`src/rtl/mem_test_ctrl.sv`:
```
// mem_test_ctrl: base/stride test sequencer issuing valid/ready commands, with error counting and drain tracking.
// Optional drain timeout is built when MEM_TEST_TIMEOUT_EN is defined.
module mem_test_ctrl #(
  parameter int ADDR_W = 32,
  parameter int CNT_W  = 16,
  parameter int ERR_W  = 16,
  parameter int TO_W   = 20
) (
  input  logic              clk_i,
  input  logic              rst_i,
  input  logic              start_i,
  input  logic [1:0]        cfg_mode_i,
  input  logic [CNT_W-1:0]  cfg_count_i,
  input  logic [ADDR_W-1:0] cfg_base_i,
  input  logic [ADDR_W-1:0] cfg_stride_i,
  input  logic              cfg_stop_on_err_i,
  input  logic              cmp_error_i,
  input  logic              cmp_busy_i,
  input  logic              meas_busy_i,
  input  logic              trans_busy_i,
  input  logic              cmd_ready_i,
  output logic              cmd_valid_o,
  output logic              cmd_type_o,
  output logic [ADDR_W-1:0] cmd_addr_o,
  output logic              busy_o,
  output logic              done_o,
  output logic              fail_o,
  output logic [ERR_W-1:0]  err_cnt_o,
  output logic              timeout_o
);
  typedef enum logic [2:0] {IDLE, WR_ONLY, RD_ONLY, WR_WORD, RD_WORD, WR_BLOCK, RD_BLOCK, DRAIN} state_t;
  state_t state, state_n;
  logic [ADDR_W-1:0] base, base_n, stride, stride_n, addr_n;
  logic [CNT_W-1:0] cnt, cnt_n, count, count_n;
  logic [ERR_W-1:0] err_n;
  logic stop, stop_n, valid_n, type_n, busy_n, done_n, fail_n;
  logic acc, last, err, drained, to_hit;
  assign acc = cmd_valid_o & cmd_ready_i;
  assign last = cnt == '0;
  assign err = cmp_error_i & (state != IDLE);
  assign drained = ~(cmp_busy_i | meas_busy_i | trans_busy_i);
`ifdef MEM_TEST_TIMEOUT_EN
  logic [TO_W-1:0] to_cnt, to_inc;
  assign to_inc = to_cnt + 1'b1;
  // fires on the edge where the counter would reach all-ones
  assign to_hit = (state == DRAIN) & (&to_inc);
  always_ff @(posedge clk_i or posedge rst_i) begin
    if (rst_i) begin
      to_cnt <= '0;
      timeout_o <= 1'b0;
    end else begin
      to_cnt <= (state == DRAIN) ? to_inc : '0;
      if (state == IDLE && start_i) timeout_o <= 1'b0;
      else if (to_hit && !drained) timeout_o <= 1'b1;
    end
  end
`else
  assign to_hit = 1'b0;
  assign timeout_o = 1'b0;
`endif
  always_comb begin
    state_n = state;
    valid_n = cmd_valid_o;
    type_n = cmd_type_o;
    addr_n = cmd_addr_o;
    cnt_n = cnt;
    count_n = count;
    base_n = base;
    stride_n = stride;
    stop_n = stop;
    busy_n = busy_o;
    done_n = 1'b0;
    fail_n = fail_o | err;
    err_n = (err && !(&err_cnt_o)) ? err_cnt_o + 1'b1 : err_cnt_o;
    case (state)
      IDLE: if (start_i) begin
        state_n = cfg_mode_i == 2'd0 ? RD_ONLY : cfg_mode_i == 2'd1 ? WR_ONLY :
                  cfg_mode_i == 2'd2 ? WR_WORD : WR_BLOCK;
        valid_n = 1'b1;
        type_n = cfg_mode_i == 2'd0;
        addr_n = cfg_base_i;
        cnt_n = cfg_count_i;
        count_n = cfg_count_i;
        base_n = cfg_base_i;
        stride_n = cfg_stride_i;
        stop_n = cfg_stop_on_err_i;
        busy_n = 1'b1;
        fail_n = 1'b0;
        err_n = '0;
      end
      DRAIN: if (drained || to_hit) begin
        state_n = IDLE;
        done_n = 1'b1;
        busy_n = 1'b0;
        fail_n = fail_o | err | !drained;
      end
      default: begin
        if (acc) begin
          if (state != WR_WORD) addr_n = cmd_addr_o + stride;
          if (state == WR_WORD) begin
            state_n = RD_WORD;
            type_n = 1'b1;
          end else if (!last) begin
            cnt_n = cnt - 1'b1;
            if (state == RD_WORD) begin
              state_n = WR_WORD;
              type_n = 1'b0;
            end
          end else if (state == WR_BLOCK) begin
            state_n = RD_BLOCK;
            type_n = 1'b1;
            addr_n = base;
            cnt_n = count;
          end else begin
            state_n = DRAIN;
            valid_n = 1'b0;
          end
        end
        // an accepted command still advances the address before the abort
        if (err && stop) begin
          state_n = DRAIN;
          valid_n = 1'b0;
        end
      end
    endcase
  end
  always_ff @(posedge clk_i or posedge rst_i) begin
    if (rst_i) begin
      state <= IDLE;
      cmd_valid_o <= 1'b0;
      cmd_type_o <= 1'b0;
      cmd_addr_o <= '0;
      cnt <= '0;
      count <= '0;
      base <= '0;
      stride <= '0;
      stop <= 1'b0;
      busy_o <= 1'b0;
      done_o <= 1'b0;
      fail_o <= 1'b0;
      err_cnt_o <= '0;
    end else begin
      state <= state_n;
      cmd_valid_o <= valid_n;
      cmd_type_o <= type_n;
      cmd_addr_o <= addr_n;
      cnt <= cnt_n;
      count <= count_n;
      base <= base_n;
      stride <= stride_n;
      stop <= stop_n;
      busy_o <= busy_n;
      done_o <= done_n;
      fail_o <= fail_n;
      err_cnt_o <= err_n;
    end
  end
endmodule

```
`config.mk`:
```
export PLATFORM = sky130hd
export DESIGN_NAME = mem_test_ctrl
export DESIGN_NICKNAME = d
export VERILOG_FILES = /design/src/rtl/mem_test_ctrl.sv
export SDC_FILE = /design/constraint.sdc
export NUM_CORES = 1
export LEC_CHECK = 0
export CORE_MARGIN = 4
export CORE_UTILIZATION = 40
export CTS_CLUSTER_SIZE = 40
export DETAILED_ROUTE_END_ITERATION = 10
export GPL_ROUTABILITY_DRIVEN = 0
export HOLD_SLACK_MARGIN = 0.05
export PLACE_DENSITY = 0.59
export SLEW_MARGIN = 10
export SYNTH_ARGS = -nofsm -noshare
export SYNTH_HDL_FRONTEND = slang
export SYNTH_SLANG_ARGS = --single-unit
```
`constraint.sdc`:
```
create_clock -name clk_i -period 8.6 [get_ports clk_i]
set_input_delay 0.86 -clock clk_i [delete_from_list [all_inputs] [get_ports clk_i]]
set_output_delay 0.86 -clock clk_i [all_outputs]
set_load 0.02 [all_outputs]
```
Word level (Yosys, flattened, before mapping) --
Cells that the tools add are included.
Operators by class: add/sub/neg operators 3, bitwise logic cells 7, equality and inequality tests 14, muxes and demuxes 49, reduce and logical (&&, ||, !) cells 22
Operator list (count):
- 2-to-1 mux 32 bit | 6
- 2-to-1 mux 16 bit | 8
- one-hot mux 32 bit (2 select lines) | 1
- adder 32 bit | 1
- one-hot mux 16 bit (2 select lines) | 1
- 2-to-1 mux 3 bit | 10
- 2-to-1 mux 1 bit | 18
- adder 16 x 1 -> 16 bit, second input constant | 1
- zero test 16 bit | 1
- AND reduction 16 bit | 1
- subtractor 16 x 1 -> 16 bit, second input constant | 1
- AND reduction 5 bit | 2
- equality test 3 bit, second input constant | 3
- inequality test 3 x 1 -> 1 bit, second input constant | 3
- nonzero test 3 bit | 3
- one-hot mux 1 bit (2 select lines) | 4
- nonzero test 4 bit | 2
- one-hot mux 3 bit (2 select lines) | 1
- AND reduction 3 bit | 2
- AND reduction 6 bit | 1
- nonzero test 6 bit | 1
- inequality test 2 bit, second input constant | 2
- inequality test 4 x 1 -> 1 bit, second input constant | 1
- OR 1 bit | 4
- 14 further kinds | 17
Word-level totals: input port bits 91, word-level logic and storage cells 108, flip-flop bits (word level) 153, output and inout bits 54

Longest topological paths before layout --
depth after elaboration 7, mapped depth 13, depth with buffers taken out 12

Least setup slack after synthesis --
OpenSTA, ideal clock, no wires.
path kind reg2reg, start reg cmd_addr_o[1], end reg cmd_addr_o[19], setup time 0.069 ns, data required time 8.531 ns, clock period less this slack 2.990 ns, arrival 2.921 ns, buffers on the path 0, stages on the path, launching flop included 12, path slack 5.610 ns, path through dfrtp_1 ha_1 a211oi_1 nor2_1 o41a_1 a221oi_1 o31ai_1 a221o_1 a21oi_1 xor2_1 a211o_1 nand3_1
On the way: word-level cells in the longest chain between the ends 7
Ends and longest elaborated chain:
- from (decl) | line 24 | output logic [ADDR_W-1:0] cmd_addr_o,
- from (signal assigned) | line 146 | cmd_addr_o <= addr_n;
- adder 32 bit (*) | line 99 | if (state != WR_WORD) addr_n = cmd_addr_o + stride;
- 2-to-1 mux 32 bit (*) | line 99
- 2-to-1 mux 32 bit | line 109 | end else if (state == WR_BLOCK) begin
- 2-to-1 mux 32 bit | line 103 | end else if (!last) begin
- 2-to-1 mux 32 bit (*) | line 100 | if (state == WR_WORD) begin
- 2-to-1 mux 32 bit (*) | line 98 | if (acc) begin
- one-hot mux 32 bit (2 select lines) (*) | line 75 | case (state)
Every way passes the cells marked *; elsewhere a longest branch is shown, timed or not. The select of a mux whose other input is x is not followed. A chain may end at the register's enable or synchronous reset.

Worst setup path after layout --
start reg cnt[5], end reg cmd_addr_o[29]
On the way: word-level cells in the longest chain between the ends 5
Ends and longest elaborated chain:
- from (decl) | line 34 | logic [CNT_W-1:0] cnt, cnt_n, count, count_n;
- from (signal assigned) | line 147 | cnt <= cnt_n;
- zero test 16 bit | line 39 | assign last = cnt == '0;
- 2-to-1 mux 32 bit | line 103
- 2-to-1 mux 32 bit | line 100
- 2-to-1 mux 32 bit | line 98
- one-hot mux 32 bit (2 select lines) | line 75
Every way passes these cells. The select of a mux whose other input is x is not followed.

==> flow_summary_export.csv <==
group,metric,value,unit
run_status,status,"complete, no violations",
critical_path,critPathKind,"register to register",
synth,ys_warn_count,0,
detailed_routing,ant_nets,0,
global_route,grt_busiest_layer,"met2",
global_route,grt_pass1_wl,42130,um
global_route,grtUsageMet3,4.921,%
critical_path,r2r_start,"cnt[5]$_DFFE_PP0P_",
timing,slew-limit-headroom,31.21,%
clock_network,clk_pin_slew,60,ps
synth,synth.area.top_cells,"dfrtp_1 (43%), nand2_1 (14%), ha_1 (4.6%), o21ai_0 (4.1%), a21oi_1 (4.1%)",
global_route,grt_overflow_total,0,
synth,synth_top_area_share,42.59,%
critical_path,critPathMaxStageDelay,800,ps
synth,ys.flop_type,"dfrtp_1",
timing,hold_viol_final,0,
placed_design,dp_cells,1485,
critical_path,reg2reg_depth,8,
synth,ys_types,59,
critical_path,critPathRequiredTime,8910,ps
synth,synthAdderAreaFrac,4.816,%
critical_path,cp_slowest_cell,"or3_1",
timing,worst_slew_pin_slew,1028,ps
run,maxCapViolCount,0,
die,ioPinCount,145,
timing,rsz0062_at_grt,"false",
global_route,grt_use_met1,28.26,%
layout,nNetsFinal,1349,
synth,synthesis.nets,1240,
global_route,track_usage,21.13,%
clock_network,cts.htree.levels,4,
critical_path,cp-start-kind,"register",
timing,period_minus_slack,3507,ps
die,rows,54,
clock_network,ctsResizeCount,0,
global_route,antenna_found_initial,1,
die,fp.coreArea,0.02196,mm^2
synth,seq_area_frac_synth,42.59,%
hold_path,holdPathStages,2,
clock_network,worstSkewPairLatency,430,ps
critical_path,cp_max_fo,23,
synth,synth_common_cells,"nand2_1 (329), dfrtp_1 (153), nor2_1 (75), o21ai_0 (74), a21oi_1 (73)",
clock_network,cts_setup_buffers,0,
synth,syn_inst,1115,
timing,clock_skew,10.62,ps
pwr,leakagePower,0.005138,uW
pwr,p_per_area,394.5,mW/mm^2
die,dieArea,0.02493,mm^2
critical_path,crit_chain,"nor4_2 > nand3_1 > or2_1 > or3_1 > or3_1 > o221ai_1 > a21oi_1 > a221o_1",
critical_path,reg2reg_to,"cmd_addr_o[29]$_DFFE_PP0P_",
synth,yosys.area.top_type,"dfrtp_1",
detailed_routing,drt_first_pass_iters,7,
layout,drive_gt1_share,4.773,%
timing,setup_viol,0,
detailed_routing,detail_route.vias_per_cell,5.414,
synth,ys_seq_elements,153,
detailed_routing,wl_per_cell,17.21,um
pwr,ir_drop,0.1776,mV
critical_path,path_buf_inv,0,
critical_path,worst_ep_arrival_time,3820,ps
synth,synth_most_common_cell,"nand2_1",
hold_path,hold_path_end,"base[23]$_DFFE_PP0P_",
die,start_util,40.93,%
synth,synth_compound_area_share,18.61,%
detailed_routing,drt_iter0_drc,423,
timing,fin_crit_sh,40.78,%
synth,synthXorXnorAreaFrac,4.287,%
synth,syn_avg_cell_area,8.062,um^2
critical_path,cp-startpoint,"cnt[5]$_DFFE_PP0P_",
die,die_y,157.9,um
layout,antenna_cells,0,
synth,syn_area,0.008989,mm^2
clock_network,cts_buffer_depth,2,
detailed_routing,num_vias,8207,
critical_path,path_delay_family,"simple AND/OR/NAND/NOR gates",
hold_path,min_path_type,"register to register",
placed_design,dp_hpwl,17440,um
detailed_routing,drc,0,
layout,area_delta_synth_final,24.23,%
critical_path,crit_top_cell,"or3_1",
hold_path,min_from,"base[23]$_DFFE_PP0P_",
synth,synth-simple-area-share,25.25,%
global_route,use_met2,35.02,%
synth,async_flop_share,100.0,%
critical_path,reg2reg_setup_slack,5090,ps
clock_network,clock_sinks,153,
layout,stdcell_count,1516,
synth,synth_top_family_by_area,"simple AND/OR/NAND/NOR gates",
global_route,grt_pass1_vias,7995,
critical_path,cp.depth,8,
die,die_x,157.9,um
timing,worst_hold_slack,473.2,ps
timing,final.setup.tns,0,ps
clock_network,cts_tree,"built",
detailed_routing,wl,26100,um
synth,synthMuxAreaShare,0.6960,%
clock_network,root_buffer,"clkbuf_16",
synth,synth_edf_count,0,
timing,finalMaxSlewViolations,0,
placed_design,io_buffers,143,
clock_network,cts_buffers,17,
global_route,grt_start_max_net_pins,96,
clock_network,ctsHoldBuffers,0,
timing,fmax,285.1,MHz
critical_path,end_kind,"register",
==> per-layer routing <==
layer / wire, um / vias to the layer above / share of wire, %
met5: 20 / - / 0.077
met4: 293 / 2 / 1.1
met3: 1303 / 23 / 5.0
met2: 12410 / 197 / 48
met1: 12080 / 3901 / 46
li1: - / 4084 / -
==> state kept, by name, summed over array words and instances, names as in the netlist, 3 cells and up <==
name / count
err_cnt_o: 16
state: 3
base: 32
stride: 32
count: 16
cnt: 16
cmd_addr_o: 32
==> where the power goes <==
group	switching (uW)	internal [uW]	leakage [uW]
sequential	296	1030	0.00195
clock	310	429	0.000267
combinational	1360	987	0.00292
total	1960	2440	0.00514
==> worst min-delay path, cell delays in order, from the launching register on <==
cell and delay (ps):
dfrtp_1 340, nand2_1 50, nand2_1 50
==> through the flow <==
| stage | total power [uW] | util (%) | setup WS (ps) | cell area, um^2 |
|---|---|---|---|---|
| 2_1_floorplan | 2953 | - | 3619 | 8989 |
| 3_3_place_gp | 3638 | 48.24 | 4999 | 10590 |
| 3_5_place_dp | 3666 | 48.24 | 4914 | 10590 |
| 4_1_cts | 4431 | 50.85 | 5094 | 11170 |
| 5_1_grt | 4789 | 50.85 | 4850 | 11170 |
| 6_report | 4405 | 50.85 | 5093 | 11170 |
==> cells by family after synthesis <==
| family | Yosys count |
|---|---|
| XOR/XNOR | 44 |
| adder cells (fa/ha/maj) | 34 |
| other | 1 |
| buffers and inverters | 78 |
| multiplexers | 6 |
| AO/OA/AOI/OAI | 269 |
| flip-flops | 153 |
| AND/OR/NAND/NOR | 530 |
==> worst max-delay path by stage <==
stage	slack, ps	to
after floorplan	3620	base[0]$_DFFE_PP0P_
after global placement	5000	state[2]$_DFFE_PP0P_
after detailed placement	4910	state[2]$_DFFE_PP0P_
after CTS	5090	cmd_addr_o[29]$_DFFE_PP0P_
after global routing	4850	cmd_addr_o[29]$_DFFE_PP0P_
final	5090	cmd_addr_o[29]$_DFFE_PP0P_
==> cell type report <==
type / instances / area [um^2]
Clock buffer: 22 / 484.2
Clock inverter: 9 / 90.09
Fill cell: 2120 / 10790
Inverter: 14 / 57.56
Multi-Input combinational cell: 884 / 4842
Sequential cell: 153 / 3829
Tap cell: 280 / 350.3
Timing Repair Buffer: 154 / 1514
==> placed cells by master (no fill, tap or decap), types with 10 or more instances in the layout <==
cell type / instances
a211oi_1: 18
a21o_1: 13
a21oi_1: 73
a31oi_1: 14
and3_1: 10
buf_4: 11
clkbuf_16: 17
clkdlybuf4s50_1: 143
dfrtp_1: 153
ha_1: 33
inv_1: 13
nand2_1: 328
nand3_1: 38
nor2_1: 74
nor3_1: 24
o211ai_1: 23
o21ai_0: 74
or3_1: 14
xnor2_1: 18
xor2_1: 26
Power figures use the tool's default switching activity.
